### config.mk
export PLATFORM = sky130hd
export DESIGN_NAME = product_serializer
export DESIGN_NICKNAME = d
export VERILOG_FILES = /design/src/rtl/product_serializer_pkg.sv /design/src/rtl/shift_reg_piso.sv /design/src/rtl/product_serializer.sv
export SDC_FILE = /design/constraint.sdc
export NUM_CORES = 1
export LEC_CHECK = 0
export CAP_MARGIN = 5
export CORE_UTILIZATION = 42
export DETAILED_ROUTE_END_ITERATION = 12
export HOLD_SLACK_MARGIN = 0.15
export PLACE_DENSITY_LB_ADDON = 0.3
export SLEW_MARGIN = 30
export SYNTH_ARGS = -nofsm -noshare
export SYNTH_HDL_FRONTEND = slang
export SYNTH_SLANG_ARGS = --single-unit
### constraint.sdc
create_clock -name clk -period 1.4 [get_ports clk]
set_input_delay 0.14 -clock clk [delete_from_list [all_inputs] [get_ports clk]]
set_output_delay 0.14 -clock clk [all_outputs]
set_load 0.01 [all_outputs]
### src/rtl/product_serializer_pkg.sv
//------------------------------------------------------------------------------
// Module   : product_serializer_pkg
// Brief    : Shared state encoding and default sizing for product_serializer.
// Revision : 1.0 - initial release
//------------------------------------------------------------------------------
`default_nettype none

package product_serializer_pkg;

    // Default word width and bit-counter width
    localparam int DEF_WIDTH = 8;
    localparam int DEF_CNT_W = 3;

    // Serializer state encoding
    typedef enum logic [1:0] {
        ST_IDLE  = 2'b00,
        ST_SHIFT = 2'b01,
        ST_PAR   = 2'b10
    } state_t;

endpackage

`default_nettype wire

### src/rtl/shift_reg_piso.sv
//------------------------------------------------------------------------------
// Module   : shift_reg_piso
// Brief    : WIDTH-bit parallel-in / serial-out register. A load takes
//            priority over a shift; shifting moves toward the LSB and fills the
//            MSB with zero, so the register drains to all-zero.
// Revision : 1.0 - initial release
//------------------------------------------------------------------------------
`default_nettype none

module shift_reg_piso #(
    parameter int WIDTH = 8
) (
    input  logic             clk,
    input  logic             rst,
    input  logic             ld,
    input  logic             shift,
    input  logic [WIDTH-1:0] d,
    output logic             lsb
);

    logic [WIDTH-1:0] r_q;

    // Parallel load or right shift with zero fill
    always_ff @(posedge clk or posedge rst) begin
        if (rst) begin
            r_q <= '0;
        end else if (ld) begin
            r_q <= d;
        end else if (shift) begin
            r_q <= {1'b0, r_q[WIDTH-1:1]};
        end
    end

    assign lsb = r_q[0];

endmodule

`default_nettype wire

### src/rtl/product_serializer.sv
//------------------------------------------------------------------------------
// Module   : product_serializer
// Brief    : Accepts one parallel product word per valid/ready handshake and
//            shifts it out LSB first, one bit per clock, with frame-valid and
//            last-bit markers.
// Config   : SERIALIZER_PARITY_EN - when defined, appends one even-parity bit
//            (captured at load) after the data bits.
// Revision : 1.0 - initial release
//------------------------------------------------------------------------------
`default_nettype none

module product_serializer
    import product_serializer_pkg::*;
#(
    parameter int WIDTH = DEF_WIDTH,
    parameter int CNT_W = DEF_CNT_W
) (
    input  logic             clk,
    input  logic             rst,
    input  logic [WIDTH-1:0] in_data,
    input  logic             in_valid,
    output logic             in_ready,
    output logic             ser_out,
    output logic             ser_valid,
    output logic             ser_last,
    output logic             busy
);

    localparam logic [CNT_W-1:0] C_LAST = CNT_W'(WIDTH - 1);
`ifndef SERIALIZER_PARITY_EN
    localparam logic [CNT_W-1:0] C_PEN  = CNT_W'(WIDTH - 2);
`endif

    state_t           r_state;
    logic [CNT_W-1:0] r_cnt;
    logic             w_accept;
    logic             w_ld;
    logic             w_shift;
    logic [WIDTH-1:0] w_ld_data;
`ifdef SERIALIZER_PARITY_EN
    logic             r_parity;
`endif

    assign in_ready = (r_state == ST_IDLE);
    assign w_accept = in_valid & in_ready;

    // Shift-register control. The serial output is the register LSB, so the
    // parity bit is presented by reloading the register with it after the
    // last data bit; every other frame cycle just shifts.
    always_comb begin
        w_ld      = w_accept;
        w_shift   = (r_state != ST_IDLE);
        w_ld_data = in_data;
`ifdef SERIALIZER_PARITY_EN
        if (r_state == ST_SHIFT && r_cnt == C_LAST) begin
            w_ld      = 1'b1;
            w_shift   = 1'b0;
            w_ld_data = {{(WIDTH-1){1'b0}}, r_parity};
        end
`endif
    end

    shift_reg_piso #(
        .WIDTH (WIDTH)
    ) u_piso (
        .clk   (clk),
        .rst   (rst),
        .ld    (w_ld),
        .shift (w_shift),
        .d     (w_ld_data),
        .lsb   (ser_out)
    );

    // Frame FSM, bit counter and registered frame markers
    always_ff @(posedge clk or posedge rst) begin
        if (rst) begin
            r_state   <= ST_IDLE;
            r_cnt     <= '0;
            ser_valid <= 1'b0;
            ser_last  <= 1'b0;
            busy      <= 1'b0;
`ifdef SERIALIZER_PARITY_EN
            r_parity  <= 1'b0;
`endif
        end else begin
            case (r_state)
                ST_IDLE: begin
                    if (w_accept) begin
                        r_state   <= ST_SHIFT;
                        r_cnt     <= '0;
                        ser_valid <= 1'b1;
                        ser_last  <= 1'b0;
                        busy      <= 1'b1;
`ifdef SERIALIZER_PARITY_EN
                        r_parity  <= ^in_data;
`endif
                    end
                end
                ST_SHIFT: begin
                    if (r_cnt == C_LAST) begin
`ifdef SERIALIZER_PARITY_EN
                        r_state   <= ST_PAR;
                        ser_last  <= 1'b1;
`else
                        r_state   <= ST_IDLE;
                        ser_valid <= 1'b0;
                        ser_last  <= 1'b0;
                        busy      <= 1'b0;
`endif
                    end else begin
                        // Counter stops at the last bit so it never wraps
                        r_cnt    <= r_cnt + 1'b1;
`ifdef SERIALIZER_PARITY_EN
                        ser_last <= 1'b0;
`else
                        ser_last <= (r_cnt == C_PEN);
`endif
                    end
                end
                ST_PAR: begin
                    r_state   <= ST_IDLE;
                    ser_valid <= 1'b0;
                    ser_last  <= 1'b0;
                    busy      <= 1'b0;
                end
                default: begin
                    r_state   <= ST_IDLE;
                    ser_valid <= 1'b0;
                    ser_last  <= 1'b0;
                    busy      <= 1'b0;
                end
            endcase
        end
    end

endmodule

`default_nettype wire

## Word level (Yosys, flattened, before mapping)

Cells that the tools add are included.

- $add $sub $neg: 1
- Eq/ne operators: 6
- Muxes and demuxes: 14
- Bitwise operators: 1
- Reductions and logical operators: 6

Operators by type and width:

| operator | count |
|---|---|
| 8-bit two-way mux | 2 |
| 3-bit == test (second input constant) | 2 |
| 3-bit two-way mux | 2 |
| 3-bit one-hot mux with 2 select lines | 1 |
| 2-bit nonzero test | 3 |
| 1-bit two-way mux | 4 |
| 2-bit two-way mux | 2 |
| 2-bit != test (second input constant) | 2 |
| 1-bit one-hot mux with 2 select lines | 2 |
| 2-bit one-hot mux with 2 select lines | 1 |
| 3-bit by 1-bit adder with 3-bit output (second input constant) | 1 |
| 3-bit AND reduction | 1 |
| 2-bit by 1-bit == test with 1-bit output (second input constant) | 1 |
| 2-bit logical NOT | 1 |
| 2-bit by 1-bit != test with 1-bit output (second input constant) | 1 |
| 2-bit AND reduction | 1 |
| 1-bit AND | 1 |

- Register bits: 15
- Input bits: 11
- Output and inout port bits: 5
- Logic and storage cells: 33

## Logic depth before layout (Yosys ltp)

Gate-level depths: netlist (run 1).

- Depth in word-level cells: 4
- Gate-level depth with buffers: 4
- Mapped depth without buffers: 4

## Modules after synthesis

A second synthesis (run 1) with hierarchy kept.

- Cell total of the unflattened synthesis: 62
- Area total of the unflattened synthesis: 654.4 um2

Modules (own cells, without submodules):

| module | instances | cells each | area each (um2) | seq. area each (um2) |
|---|---|---|---|---|
| shift_reg_piso | 1 | 35 | 372.9 | 200.2 |
| product_serializer | 1 | 27 | 281.5 | 125.1 |

## Least setup slack after synthesis (run 1)

OpenSTA, ideal clock, no wires.

- Path kind: register to register
- From: register r_cnt[0]
- To: register r_cnt[1]
- Library setup time: 0.122 ns
- Data arrival time: 1.218 ns
- Data required time: 1.278 ns
- Slack: 0.060 ns
- Cell stages (with the launch flop): 5
- Buffers on the path: 0
- Period minus slack after synthesis: 1.340 ns
- Path through: dfrtp_1 -> ha_1 -> ha_1 -> nand2b_1 -> a32o_1

- Word-level cells in the longest chain between the ends: 3
- Elaborated cells between the ends (all ways): 6
- Classes of those cells: add/sub (1); eq/ne (2); mux (2); reduce/logical (1)

RTL lines:

| item | RTL line | source |
|---|---|---|
| start: declaration | product_serializer.sv:35 | `logic [CNT_W-1:0] r_cnt;` |
| start signal: assignment | product_serializer.sv:112 | `r_cnt <= r_cnt + 1'b1;` |
| 3-bit by 1-bit adder with 3-bit output / 3-bit == test (equally long branches) | product_serializer.sv:112, product_serializer.sv:100 |  |
| 3-bit two-way mux / 2-bit != test (equally long branches) | -- |  |
| 3-bit one-hot mux with 2 select lines / 3-bit AND reduction (equally long branches) | -- |  |

Parallel ways exist; a longest one is shown, timed or not. The select of a mux whose other input is x is not followed.
A chain may end at the register's enable or synchronous reset.

## Worst setup path in the final report (run 1)

Ends and elaborated chain as after synthesis.

==> impl_metrics.csv, run 1 <==
group,metric,value,unit
worst_setup_path,crit_type,"reg2reg",
drt,route.detailed.drc,0,
worst_setup_path,r2r_start,"r_cnt[0]",
worst_setup_path,worstPathArrival,1.49,ns
clock_network,cts_made_buffers,3,
synth,avgSynthCellArea,10.95,sq um
timing,final.period_utilization,94.77,%
timing,maxSlewHeadroom,66.73,%
worst_setup_path,worstSetupStartpoint,"r_cnt[0]",
run_status,status,"completed",
global_route,grt_overflow,0,
placement,place_congestion,0.7622,
drt,postRouteAntennaNets,0,
timing,final_hold_viol_count,0,
global_route,grt_max_degree,14,
worst_setup_path,slowest_delay,0.39,ns
finish,nets,98,
global_route,grt_pass1_vias,520,
placement,io_buffers,15,
synth,yosys-top-cells-count,"13 x dfrtp_1, 9 x mux2i_1, 7 x nand2_1, 7 x o21ai_1",
finish,diodes,0,
global_route,grt_pass1_wl,2249,microns
worst_hold_path,hold_class,"in2async",
floorplanning,fp.dieW,41.55,microns
clock_network,clockBufferDepth,2,
drt,firstDrtPassIters,3,
worst_setup_path,r2r_end,"r_cnt[1]",
clock_network,clock-sinks,13,
pwr,p_leak,0.4223,nW
timing,tightest_slew,0.4985,ns
run,drv_cap,0,
pwr,p_int,1.094,mW
finish,drive_above_1_share,14.63,%
drt,route.final.wire_length,1231,microns
timing,setup-tns-final,0,ns
synth,syn_nets,75,
clock_network,clkTransAtPathRegs,0.08,ns
floorplanning,rows,13,
pwr,p_sw_share,35.00,%
synth,yosysTopAreaCell,"dfrtp_1",
floorplanning,pin_count,16,
timing,maxSlewViolCount,0,
drt,drt_iter0_drc,6,
floorplanning,die-area,1726,sq um
synth,synth-edff-count,0,
pwr,pwr-share-seq,37.2,%
worst_setup_path,crit_family,"adder cells",
pwr,ir_drop,0.001074,V
worst_setup_path,path_max_fanout,4,
timing,finalClockSkew,0.0008285,ns
synth,synth_area_leaders,"dfrtp_1 50%, mux2i_1 14%, ha_1 7.6%",
timing,setup_viol,0,
synth,synthCells,60,
drt,wl_per_cell,12.69,microns
synth,synth.top_cell.area_share,49.52,%
synth,yosys_warnings,0,
worst_setup_path,worstPathRequired,1.56,ns
finish,finish.utilization,64.34,%
worst_setup_path,worstPathCellList,"ha_1 > ha_2 > nand2b_1 > a32o_1",
worst_setup_path,r2r_cells,4,
clock_network,cts_hold_buffers,0,
floorplanning,start_util,47.51,%
floorplanning,die_h,41.55,microns
floorplanning,core,1383,sq um
drt,vias,502,
clock_network,clkLatencyLatePin,0.27,ns
worst_setup_path,cp-start-kind,"register",
timing,max_freq,753.7,MHz
pwr,totalPowerFinal,1.683,mW
pwr,switchingPower,588.8,uW
pwr,combPwrFrac,49.3,%
timing,rsz0062_at_grt,"no",
timing,period_minus_slack,1.327,ns
global_route,grtUsageTotal,17.16,%
clock_network,cts_root_buffer,"clkbuf_4",
synth,async_flop_share,100.0,%
worst_setup_path,reg2reg_slack,0.07,ns
finish,areaGrowthSynthToFinish,35.43,%
pwr,p_per_area,1891,nW/um^2
global_route,grt_antenna_before_repair,0,
synth,synth_most_common_cell,"dfrtp_1",
pwr,clockPowerShare,13.4,%
drt,viasPerCell,5.175,
clock_network,htreeDepth,1,
synth,syn_area,656.9,sq um
worst_setup_path,crit_buf_inv,0,
worst_setup_path,cp-end-kind,"register",
worst_setup_path,crit_slowest_cell,"dfrtp_1",
synth,synth-seq-cells,13,
synth,synth_cell_type_count,16,
synth,synth_ff_type,"dfrtp_1",
synth,yosysSeqAreaShare,49.52,%
clock_network,cts_tree,"yes",
how the worst max path moves through the flow:
stage / end / slack (ns) / depth (start not counted)
6_report: r_cnt[1] / 0.07 / 4
3_3_place_gp: r_cnt[1] / 0.07 / 4
4_1_cts: busy / 0.01 / 1
2_1_floorplan: r_cnt[1] / 0.06 / 4
3_5_place_dp: r_cnt[1] / 0.01 / 4
5_1_grt: r_cnt[1] / 0.01 / 4
worst register-to-register path, delay by kind of cell (launching register included):
kind	cells	cell delay (ns)
adder cells (fa/ha/maj)	2	0.44
flip-flops	1	0.39
AO/OA/AOI/OAI	1	0.24
AND/OR/NAND/NOR	1	0.15
registers in the layout, indices dropped and copies added (netlist names):
signal	flops
ser_last	1
u_piso.r_q	8
busy	1
r_cnt	3
cells in the final DEF, fill, tap and decap left out, drive strengths merged, types with 2 or more instances in the layout:
master         instances
nand2b                 4
o22ai                  2
nor2                   2
inv                    3
clkbuf                 4
o21ai                  7
clkdlybuf4s50         12
ha                     4
nand2                  7
dfrtp                 13
buf                    7
mux2i                  9
dlymetal6s2s           2
final cells by class:
class,count,area [sq um]
Inverter,3,11.26
Multi-Input combinational cell,40,289.0
Timing Repair Buffer,22,219.0
Tap cell,15,18.77
Clock buffer,4,26.28
Sequential cell,13,325.3
Fill cell,123,493.0
repair_timing:
action / in CTS / in global routing
buffers inserted: 1 / 2
endpoints found under the hold margin: 0 / 0
gates resized for setup: 3 / 2
setup endpoints to repair: 4 / 3
cell families (layout without fill, tap and decap cells):
family | after synthesis | count (layout) | share of synthesized area [%]
flops | 13 | 13 | 49.52
buf+inv | 7 | 29 | 6.857
simple gates | 14 | 14 | 10.10
fa+ha+maj | 4 | 4 | 7.619
xor+xnor | 1 | 1 | 1.334
compound gates | 12 | 12 | 10.86
mux | 9 | 9 | 13.71
power groups by stage:
stage          clock, mW  combinational (mW)  sequential [mW]
2_1_floorplan          0               0.480            0.645
3_3_place_gp           0               0.740            0.638
3_5_place_dp           0               0.765            0.646
4_1_cts            0.236               0.792            0.637
5_1_grt            0.256               0.921            0.654
6_report           0.226               0.830            0.626
per-layer routing:
layer | share of wire, % | track usage (%) | vias to the layer above
li1 | - | - | 251
met1 | 49 | 23.94 | 227
met2 | 42 | 24.38 | 18
met3 | 5.6 | 4.783 | 6
met4 | 3.2 | 8.387 | 0
met5 | 0 | 0 | -
through the flow:
step	setup slack (ns)	cell area, sq um	hold slack [ns]	cells
4_1_cts	0.01401	869.6	0.1978	95
2_1_floorplan	0.06038	656.9	0.01696	60
3_3_place_gp	0.06864	834.6	0.4715	90
3_5_place_dp	0.01363	834.6	0.4783	90
5_1_grt	0.01152	889.6	0.2294	97
6_report	0.07320	889.6	0.1868	97
(Power assumes the default switching activity.)
==> run 2: changes to the inputs <==
--- a/config.mk
+++ b/config.mk
@@ -7,6 +7,7 @@
 export LEC_CHECK = 0
 export CAP_MARGIN = 5
 export CORE_UTILIZATION = 42
+export CTS_CLUSTER_DIAMETER = 120
 export DETAILED_ROUTE_END_ITERATION = 12
 export HOLD_SLACK_MARGIN = 0.15
 export PLACE_DENSITY_LB_ADDON = 0.3
==> results of run 2 <==
No change in the layout: final DEF, timing and power equal those of run 1.
==> run 3: changes to the inputs <==
--- a/config.mk
+++ b/config.mk
@@ -5,9 +5,10 @@
 export SDC_FILE = /design/constraint.sdc
 export NUM_CORES = 1
 export LEC_CHECK = 0
-export CAP_MARGIN = 5
+export CAP_MARGIN = 25
 export CORE_UTILIZATION = 42
 export CTS_CLUSTER_DIAMETER = 120
+export CTS_CLUSTER_SIZE = 16
 export DETAILED_ROUTE_END_ITERATION = 12
 export HOLD_SLACK_MARGIN = 0.15
 export PLACE_DENSITY_LB_ADDON = 0.3
==> results of run 3 <==
No change in the layout: final DEF, timing and power equal those of run 1.
